--- src/rtl/fsb_master.sv ---
// Front-side bus initiator: converts a one-word internal request into an AS/UDS/LDS/RW
// bus cycle terminated by nDTACK, by a 6800-style nVPA/E cycle, or by a bus-error timeout.
module fsb_master #(
  parameter int TIMEOUT_CYC = 64,
  parameter int ECLK_DIV    = 10
) (
  input  logic        FCLK,
  input  logic        RST,
  input  logic        Req,
  input  logic        ReqWr,
  input  logic [22:0] ReqAddr,
  input  logic [15:0] ReqWData,
  input  logic [1:0]  ReqBE,
  output logic        Busy,
  output logic        Ack,
  output logic        RspErr,
  output logic [15:0] RspData,
  output logic [22:0] A,
  output logic [15:0] Dout,
  output logic        Doe,
  input  logic [15:0] Din,
  output logic        nAS,
  output logic        nUDS,
  output logic        nLDS,
  output logic        nRW,
  output logic        nVMA,
  output logic        E,
  input  logic        nDTACK,
  input  logic        nVPA
);
  localparam int TCW = (TIMEOUT_CYC > 2) ? $clog2(TIMEOUT_CYC) : 1;

  typedef enum logic [3:0] {
    ST_IDLE, ST_S1, ST_S2, ST_S3, ST_WAIT, ST_DATA, ST_VSYNC, ST_VCYC, ST_ERR, ST_END
  } state_t;

  state_t         state, nxt;
  logic [3:0]     ecnt;
  logic [TCW-1:0] tcnt;
  logic           wr_q;
  logic [1:0]     be_q;
  logic           e_last;
  logic           strb_on;
  logic           in_cyc;

  assign e_last = (ecnt == 4'(ECLK_DIV - 1));

  // E runs freely; the bus FSM only observes it
  always_ff @(posedge FCLK or posedge RST) begin
    if (RST)         ecnt <= '0;
    else if (e_last) ecnt <= '0;
    else             ecnt <= ecnt + 4'd1;
  end

  always_ff @(posedge FCLK or posedge RST) begin
    if (RST) state <= ST_IDLE;
    else     state <= nxt;
  end

  always_comb begin
    nxt = state;
    case (state)
      ST_IDLE:  if (Req) nxt = ST_S1;
      ST_S1:    nxt = ST_S2;
      ST_S2:    nxt = wr_q ? ST_S3 : ST_WAIT;
      ST_S3:    nxt = ST_WAIT;
      ST_WAIT: begin
        if (!nDTACK)                           nxt = ST_DATA;
        else if (!nVPA)                        nxt = ST_VSYNC;
        else if (tcnt == TCW'(TIMEOUT_CYC-1))  nxt = ST_ERR;
      end
      ST_DATA:  nxt = ST_END;
      ST_VSYNC: if (ecnt == 4'd0) nxt = ST_VCYC;
      ST_VCYC:  if (e_last) nxt = ST_END;
      ST_ERR:   nxt = ST_END;
      ST_END:   nxt = ST_IDLE;
      default:  nxt = ST_IDLE;
    endcase
  end

  always_ff @(posedge FCLK or posedge RST) begin
    if (RST) begin
      A       <= '0;
      Dout    <= '0;
      wr_q    <= 1'b0;
      be_q    <= 2'b11;
      tcnt    <= '0;
      RspData <= '0;
      RspErr  <= 1'b0;
    end else begin
      if (state == ST_IDLE && Req) begin
        A    <= ReqAddr;
        Dout <= ReqWData;
        wr_q <= ReqWr;
        be_q <= (ReqBE == 2'b00) ? 2'b11 : ReqBE;
      end
      tcnt <= (state == ST_WAIT) ? tcnt + TCW'(1) : '0;
      if (state == ST_DATA || (state == ST_VCYC && e_last)) begin
        RspErr <= 1'b0;
        if (!wr_q) RspData <= Din;
      end else if (state == ST_ERR) begin
        RspErr <= 1'b1;
        if (!wr_q) RspData <= 16'hFFFF;
      end
    end
  end

  // Strobes decode straight from state so an async reset releases them at once
  always_comb begin
    in_cyc  = (state != ST_IDLE);
    strb_on = 1'b0;
    nAS     = 1'b1;
    case (state)
      ST_S2:                                       begin nAS = 1'b0; strb_on = !wr_q; end
      ST_S3, ST_WAIT, ST_DATA, ST_VSYNC, ST_VCYC,
      ST_ERR:                                      begin nAS = 1'b0; strb_on = 1'b1; end
      default:                                     ;
    endcase
    nUDS = !(strb_on && be_q[1]);
    nLDS = !(strb_on && be_q[0]);
    nRW  = !(in_cyc && wr_q);
    Doe  = in_cyc && wr_q;
    Busy = in_cyc;
    Ack  = (state == ST_END);
    nVMA = !((state == ST_VCYC) || (state == ST_VSYNC && ecnt == 4'd0));
    E    = (ecnt >= 4'd6);
  end
endmodule

--- config.mk ---
export PLATFORM = sky130hd
export DESIGN_NAME = fsb_master
export DESIGN_NICKNAME = d
export VERILOG_FILES = /design/src/rtl/fsb_master.sv
export SDC_FILE = /design/constraint.sdc
export NUM_CORES = 1
export LEC_CHECK = 0
export ABC_CLOCK_PERIOD_IN_PS = 3600
export CORE_AREA = 3 3 87 89
export DETAILED_ROUTE_END_ITERATION = 7
export DIE_AREA = 0 0 90 92
export PLACE_DENSITY = 0.83
export SLEW_MARGIN = 40
export SYNTH_ARGS = -nofsm -noshare
export SYNTH_HDL_FRONTEND = slang
export SYNTH_SLANG_ARGS = --single-unit
--- constraint.sdc ---
create_clock -name FCLK -period 3.6 [get_ports FCLK]
set_input_delay 0.54 -clock FCLK [delete_from_list [all_inputs] [get_ports FCLK]]
set_output_delay 0.54 -clock FCLK [all_outputs]
set_load 0.05 [all_outputs]
==> results of run 1 <==
## Yosys cell counts, types with 2 or more instances
master,instances,area share
sky130_fd_sc_hd__and3_1,4,0.0080
sky130_fd_sc_hd__o22a_2,6,0.019
sky130_fd_sc_hd__o21ai_0,12,0.019
sky130_fd_sc_hd__nor2b_1,5,0.010
sky130_fd_sc_hd__buf_6,8,0.029
sky130_fd_sc_hd__a21oi_1,8,0.013
sky130_fd_sc_hd__nor3_1,4,0.0064
sky130_fd_sc_hd__xor2_1,2,0.0056
sky130_fd_sc_hd__nor2_1,12,0.014
sky130_fd_sc_hd__buf_2,5,0.0080
sky130_fd_sc_hd__nand2_1,12,0.014
sky130_fd_sc_hd__o22a_1,10,0.028
sky130_fd_sc_hd__nand3_1,2,0.0032
sky130_fd_sc_hd__xnor2_1,3,0.0084
sky130_fd_sc_hd__dfrtp_1,71,0.57
sky130_fd_sc_hd__inv_1,9,0.011
sky130_fd_sc_hd__dfstp_2,2,0.017
sky130_fd_sc_hd__mux2_2,32,0.12
sky130_fd_sc_hd__nor2_2,2,0.0040
sky130_fd_sc_hd__mux2_1,9,0.032
## kinds of logic (layout without fill, tap and decap cells)
kind of cell | after synthesis | count (layout) | share of synthesized area
AND/OR/NAND/NOR | 49 | 49 | 0.0849
adder cells (fa/ha/maj) | 1 | 1 | 0.00401
AO/OA/AOI/OAI | 46 | 46 | 0.107
XOR/XNOR | 5 | 5 | 0.0140
buffers and inverters | 24 | 154 | 0.0537
flip-flops | 73 | 73 | 0.586
multiplexers | 42 | 42 | 0.151
## metrics by stage
stage / cells / setup slack, ps / hold slack [ps] / power (mW) / cell area [um2]
floorplan: 240 / 1050 / 447 / 3.39 / 3120
global placement: 451 / 1050 / 465 / 4.26 / 4400
detailed placement: 451 / 969 / 478 / 4.32 / 4410
CTS: 466 / 595 / 489 / 5.06 / 4640
global route: 466 / 512 / 499 / 5.26 / 4640
finish: 466 / 608 / 487 / 5.02 / 4640
## sequential cells by signal, summed over array words and instances (netlist names)
| name | cells |
|---|---|
| A | 23 |
| Dout | 16 |
| RspData | 16 |
| tcnt | 6 |
| ecnt | 4 |
| state | 4 |
| be_q | 2 |
| RspErr | 1 |
| wr_q | 1 |
## area by class of cell
cell class	instances	area share
multi-input cells	143	0.244
inverters	9	0.00782
repair buffers	130	0.279
flip-flops and latches	73	0.394
well taps	96	0.0259
clock buffers	11	0.0326
clock inverters	4	0.0165
## metal layers
metal / GRT usage / share of wire / up-vias
met5: 0 / 0 / -
li1: - / - / 1100
met4: 0.0727 / 0.014 / 0
met1: 0.242 / 0.42 / 1088
met3: 0.0582 / 0.083 / 10
met2: 0.296 / 0.48 / 95
## path summary, 6_finish.rpt
kind                                        end  slack, ps  cells after the start
setup / recovery                            nRW        610                      5
hold / removal              be_q[0]$_DFFE_PP1P_        490                      2
setup reg to reg               A[5]$_DFFE_PP0P_       1550                      4
hold reg to reg             be_q[0]$_DFFE_PP1P_        490                      2
max in group asynchronous  state[3]$_DFFE_PP0P_       2280                      3
min in group asynchronous  Dout[12]$_DFFE_PP0P_        610                      2
## worst max-delay path, delay by kind of cell (launching register included)
| family | cells | cell delay (ps) |
|---|---|---|
| buf+inv | 2 | 880 |
| simple gates | 3 | 710 |
| flops | 1 | 530 |
## power groups by stage
| stage | clock network, mW | logic (mW) | registers (mW) |
|---|---|---|---|
| 2_1_floorplan | 0 | 0.896 | 2.49 |
| 3_3_place_gp | 0 | 2.85 | 1.41 |
| 3_5_place_dp | 0 | 2.88 | 1.44 |
| 4_1_cts | 0.745 | 2.89 | 1.43 |
| 5_1_grt | 0.784 | 2.99 | 1.48 |
| 6_report | 0.728 | 2.87 | 1.42 |
## placed cells by master, fill, tap and decap left out, types with 5 or more instances in the layout
| cell type | n |
|---|---|
| sky130_fd_sc_hd__a21oi_1 | 8 |
| sky130_fd_sc_hd__clkbuf_8 | 11 |
| sky130_fd_sc_hd__clkdlybuf4s50_1 | 127 |
| sky130_fd_sc_hd__dfrtp_1 | 71 |
| sky130_fd_sc_hd__inv_1 | 8 |
| sky130_fd_sc_hd__mux2_1 | 9 |
| sky130_fd_sc_hd__mux2_2 | 32 |
| sky130_fd_sc_hd__nand2_1 | 12 |
| sky130_fd_sc_hd__nor2_1 | 12 |
| sky130_fd_sc_hd__nor2b_1 | 5 |
| sky130_fd_sc_hd__o21ai_0 | 12 |
| sky130_fd_sc_hd__o22a_1 | 10 |
| sky130_fd_sc_hd__o22a_2 | 6 |
==> run summary, run 1 <==
## Clock network
* TritonCTS sink count: 73
* Inserted Clock Buffers: 9
* TritonCTS clock tree: done
* cell at the root of the clock tree: sky130_fd_sc_hd__clkbuf_8
* post-cts repair resize count: 0
* Worst-Skew Late Latency: 340 ps
* Max H-tree Level: 3
* Post CTS Setup Buffer Count: 0
* post-CTS clock slew at the launch and capture registers of the worst setup and hold paths: 80 ps
* hold buffer count at cts: 0
* CTS Buffer Depth: 2

## Synthesis
* EDFF count, synth: 0
* flip-flop and latch count after synthesis: 73
* predominant post-synthesis flop cell: sky130_fd_sc_hd__dfrtp_1
* synthesized instance count: 240
* yosys synthesis warning count: 0
* Mapped Nets: 304
* Seq/Total Area, Yosys: 0.586
* library cells used by synthesis: 42
* post-synthesis instance area: 3120 um2
* Post-synth ARST share: 1.00
* post-synthesis area per instance: 13.0 um2

## Critical path
* Crit-path slowest cell: sky130_fd_sc_hd__clkdlybuf4s50_1
* Worst EP arrival: 2450 ps
* Worst Path Class, Setup: flop to primary output
* Required @ worst endpoint: 3060 ps
* max incr delay on CP: 810 ps
* source of the worst register-to-register timing path: state[0]$_DFFE_PP0P_
* largest fanout on the critical path: 16
* CP Capture Type: primary output
* critical path cell sequence: or3_4, nor2_2, inv_1, nand2_1, clkdlybuf4s50_1
* critical path startpoint category: flop
* Worst setup startpoint: state[0]$_DFFE_PP0P_

## GRT
* total overflow reported by the global router: 0
* number of global-route vias before repair: 2363
* largest net degree at the start of global routing: 48
* wire length of the first global-routing pass: 12.3 mm
* initial antenna violation count: 0
* overall global routing resource usage: 0.187

## Floorplan
* std cell rows: 30
* floorplan core area: 6830 um2
* count of pins on the block boundary: 128
* overall die width: 90 um
* die extent in y: 92 um
* starting density of the core: 0.457
* area of the die: 8280 um2

## Power
* largest vdd supply drop: 0.000629 V
* power share of the combinational group: 0.571
* relative contribution of sequential cells to total power: 0.284
* switching portion of total power: 0.466
* power density relative to cell area: 1080 nW/um2
* P_sw: 2.34 mW
* clock share of power: 0.145
* internal power contribution: 2.68 mW
* reported leakage power: 1.95 nW

## Timing
* fin crit share: 0.831
* pins over their slew limit: 0
* Post-Route Setup TNS: 0 ps
* Clock Skews: 11.0 ps
* final setup fails: 0
* RSZ-0062 raised after global routing: no
* Max transition margin: 0.618
* Tightest Pin Transition: 574 ps
* time the final worst path needs with I/O delays and setup: 2990 ps
* number of hold violations in the final report: 0
* highest attainable clock frequency: 0.334 GHz

## Finish
* final core area utilization: 0.679
* share of cells above drive strength 1: 0.186
* area growth from synthesis to final layout: 48.5%
* total area of multi-input combinational cells: 1130 um2
* final net count: 430
* sequential cell area: 1830 um2
* number of filler cells placed in the layout: 526
* number of antenna diodes: 0

## Routing
* routed len/inst: 15.7 um
* drt drc: 0
* Final ANT Viol Nets: 0
* average via count per standard cell: 4.92
* first-pass iteration count of the detailed router: 4
* Detailed Route WL: 7.30 mm
* routed via count: 2293
* initial detailed-routing violation count: 94

## Min path
* critical hold path startpoint: be_q[0]$_DFFE_PP1P_
* kind of path behind the tightest hold check: flop to flop

## Place
* routability congestion estimate from global placement: 0.761
* Post-DP HPWL: 5.33 mm
* number of input and output port buffers inserted: 127

## Status
* run status: completed

## Run
* Max-Cap Viols: 0

Power figures use the tool's default switching activity.
==> run 2, diff against run 1 <==
ABC_CLOCK_PERIOD_IN_PS = 2600   (was 3600)
CORE_AREA = 3 3 94 96   (was 3 3 87 89)
DIE_AREA = 0 0 97 99   (was 0 0 90 92)
PLACE_DENSITY = 0.75   (was 0.83)
clock period = 2.6 ns   (was 3.6 ns; I/O delays follow)
==> run 2 against run 1 <==
  * Design area up 1.3%
  * Worst setup slack worse by 410 ps
  * Flip-flop and latch count unchanged
  * Total power up 37%
  * Sequential share of layout area down 0.49 points
  * Clock power up 23%
  * Critical path type unchanged
  * Final cell count up 3.6%
  * Via count up 1.4%
  * Highest routed layer unchanged
==> run summary, run 2 (same netlist as run 1, synthesis figures left out) <==
## Clock network
* Worst-Skew Late Latency: 330 ps, about the same
* post-CTS clock slew at the launch and capture registers of the worst setup and hold paths: 70 ps, about the same
* cell at the root of the clock tree: sky130_fd_sc_hd__clkbuf_8
* TritonCTS sink count: 73, unchanged
* Inserted Clock Buffers: 9, unchanged
* TritonCTS clock tree: done
* CTS Buffer Depth: 2, unchanged
* Max H-tree Level: 3, unchanged
* hold buffer count at cts: 0, unchanged

## Timing
* number of hold violations in the final report: 0, unchanged
* Tightest Pin Transition: 652 ps, +78.3 ps
* Max transition margin: 0.564, -0.0538
* Post-Route Setup TNS: 0 ps, unchanged
* time the final worst path needs with I/O delays and setup: 2410 ps
* pins over their slew limit: 0, unchanged
* fin crit share: 0.926
* final setup fails: 0, unchanged
* Clock Skews: 3.97 ps, -7.01 ps
* highest attainable clock frequency: 0.416 GHz
* RSZ-0062 raised after global routing: no

## Finish
* final core area utilization: 0.577, -0.101
* summed area of non-filler cells in the final layout: 4700 um2, +1.3%
* max reg flops: 23, unchanged
* area growth from synthesis to final layout: 50.4%
* final net count: 437, +1.6%
* registers with the most flip-flops: A (23), Dout (16), RspData (16)
* most common cell after layout, fill and taps aside: sky130_fd_sc_hd__clkdlybuf4s50_1
* share of cells above drive strength 1: 0.209, +0.0225
* number of antenna diodes: 0, unchanged
* Top reg by flops: A
* highest-count cells in the layout ignoring fill and taps: 120 x sky130_fd_sc_hd__clkdlybuf4s50_1, 71 x sky130_fd_sc_hd__dfrtp_1, 32 x sky130_fd_sc_hd__mux2_2
* Post-Layout Cell Count: 483, +3.6%

## Place
* number of input and output port buffers inserted: 127, unchanged
* placed inst area: 4480 um2, +1.6%
* routability congestion estimate from global placement: 0.854, +12%
* number of placed instances, taps included: 467, +3.5%
* Post-DP HPWL: 5.55 mm, +4.3%

## Floorplan
* starting density of the core: 0.384, -0.0732
* std cell rows: 33, +10%
* area of the die: 9600 um2, +16%
* overall die width: 97 um, +7.8%
* count of pins on the block boundary: 128, unchanged
* die extent in y: 99 um, +7.6%
* floorplan core area: 8130 um2, +19%

## Routing
* routed via count: 2325, +1.4%
* drt drc: 0, unchanged
* routed len/inst: 15.1 um, -3.8%
* detailed-route wire length on metal 1: 2.94 mm, -4.2%
* highest routed metal layer: met4
* Final ANT Viol Nets: 0, unchanged
* initial detailed-routing violation count: 43, -54%
* Detailed Route WL: 7.28 mm, -0.30%
* routed length on met2: 3.62 mm, +2.7%
* met3 wirelength from detailed routing: 631 um, +4.5%
* first-pass iteration count of the detailed router: 4, unchanged
* average via count per standard cell: 4.81, -2.2%

## Power
* power density relative to cell area: 1460 nW/um2, +35%
* largest vdd supply drop: 0.000969 V, +54%
* reported leakage power: 1.99 nW, +2.2%

## GRT
* largest net degree at the start of global routing: 28, -42%
* wire length of the first global-routing pass: 12.1 mm, -1.8%
* number of global-route vias before repair: 2437, +3.1%
* initial antenna violation count: 0, unchanged
* overall global routing resource usage: 0.158, -0.0289
* total overflow reported by the global router: 0, unchanged

## Critical path
* Crit-path slowest cell: sky130_fd_sc_hd__clkdlybuf4s50_1
* Worst Path Class, Setup: flop to primary output
* worst path bufs/invs: 1, -1
* largest delay contributor family on the critical path: buffers and inverters
* largest fanout on the critical path: 10, -6
* max incr delay on CP: 800 ps, about the same
* Required @ worst endpoint: 2210 ps, -850 ps
* Worst EP arrival: 2020 ps, -430 ps
* critical path cell sequence: nor2_1, and3_1, clkdlybuf4s50_1
* CP Capture Type: primary output
* register-to-register setup slack: 470 ps, -1080 ps
* critical path startpoint category: flop

## Run
* Max-Cap Viols: 0, unchanged

## Min path
* kind of path behind the tightest hold check: input port to async pin

## Status
* run status: completed

-- run 2: layout make-up --
class,instances,area (um2)
clock inverter,2,35.0
tap,105,131
multi-input combinational,143,1130
sequential,73,1830
timing repair buffer,137,1370
fill,709,3440
inverter,9,33.8
clock buffer,14,173
-- run 2: metal layers --
metal	vias to the layer above	track usage
met5	-	0
met1	1110	0.177
met2	98	0.271
met3	11	0.0722
met4	0	0.0497
li1	1106	-
-- run 2: per-stage QoR --
step	power, mW	hold WS (ps)	setup WS, ps
3_3_place_gp	5.96	466	459
6_report	6.86	469	194
3_5_place_dp	6.03	473	419
4_1_cts	6.95	458	50.5
2_1_floorplan	4.69	447	205
5_1_grt	7.24	470	31.5
-- run 2: worst reg2reg max path, delay by kind of cell (launching register included) --
kind                   cells  cell delay, ps
buffers and inverters      1             340
DFF                        1             470
muxes                      1             270
and+or+nand+nor            3             950
-- run 2: path summary, 6_finish.rpt --
| check | from | end | cells past startpoint |
|---|---|---|---|
| worst max-delay path | state[2]$_DFFE_PP0P_ | Ack | 3 |
| worst min-delay path | RST | Dout[14]$_DFFE_PP0P_ | 2 |
| worst max register to register | state[2]$_DFFE_PP0P_ | A[6]$_DFFE_PP0P_ | 5 |
| worst min register to register | be_q[1]$_DFFE_PP1P_ | be_q[1]$_DFFE_PP1P_ | 2 |
| max in group asynchronous | RST | Dout[13]$_DFFE_PP0P_ | 3 |
| min in group FCLK | be_q[1]$_DFFE_PP1P_ | be_q[1]$_DFFE_PP1P_ | 2 |
-- run 2: timing repair --
| item | in CTS | in global routing |
|---|---|---|
| buffers inserted | 0 | 0 |
| hold endpoints to repair | 0 | 0 |
| endpoints found under the setup margin | 0 | 3 |
| gates resized for setup | 0 | 3 |
-- run 2: report_power, final --
part / switching [mW] / internal (mW) / total (mW)
sequential: 0.316 / 1.65 / 1.97
combinational: 2.50 / 1.49 / 4.00
clock: 0.378 / 0.521 / 0.899
total: 3.20 / 3.67 / 6.86
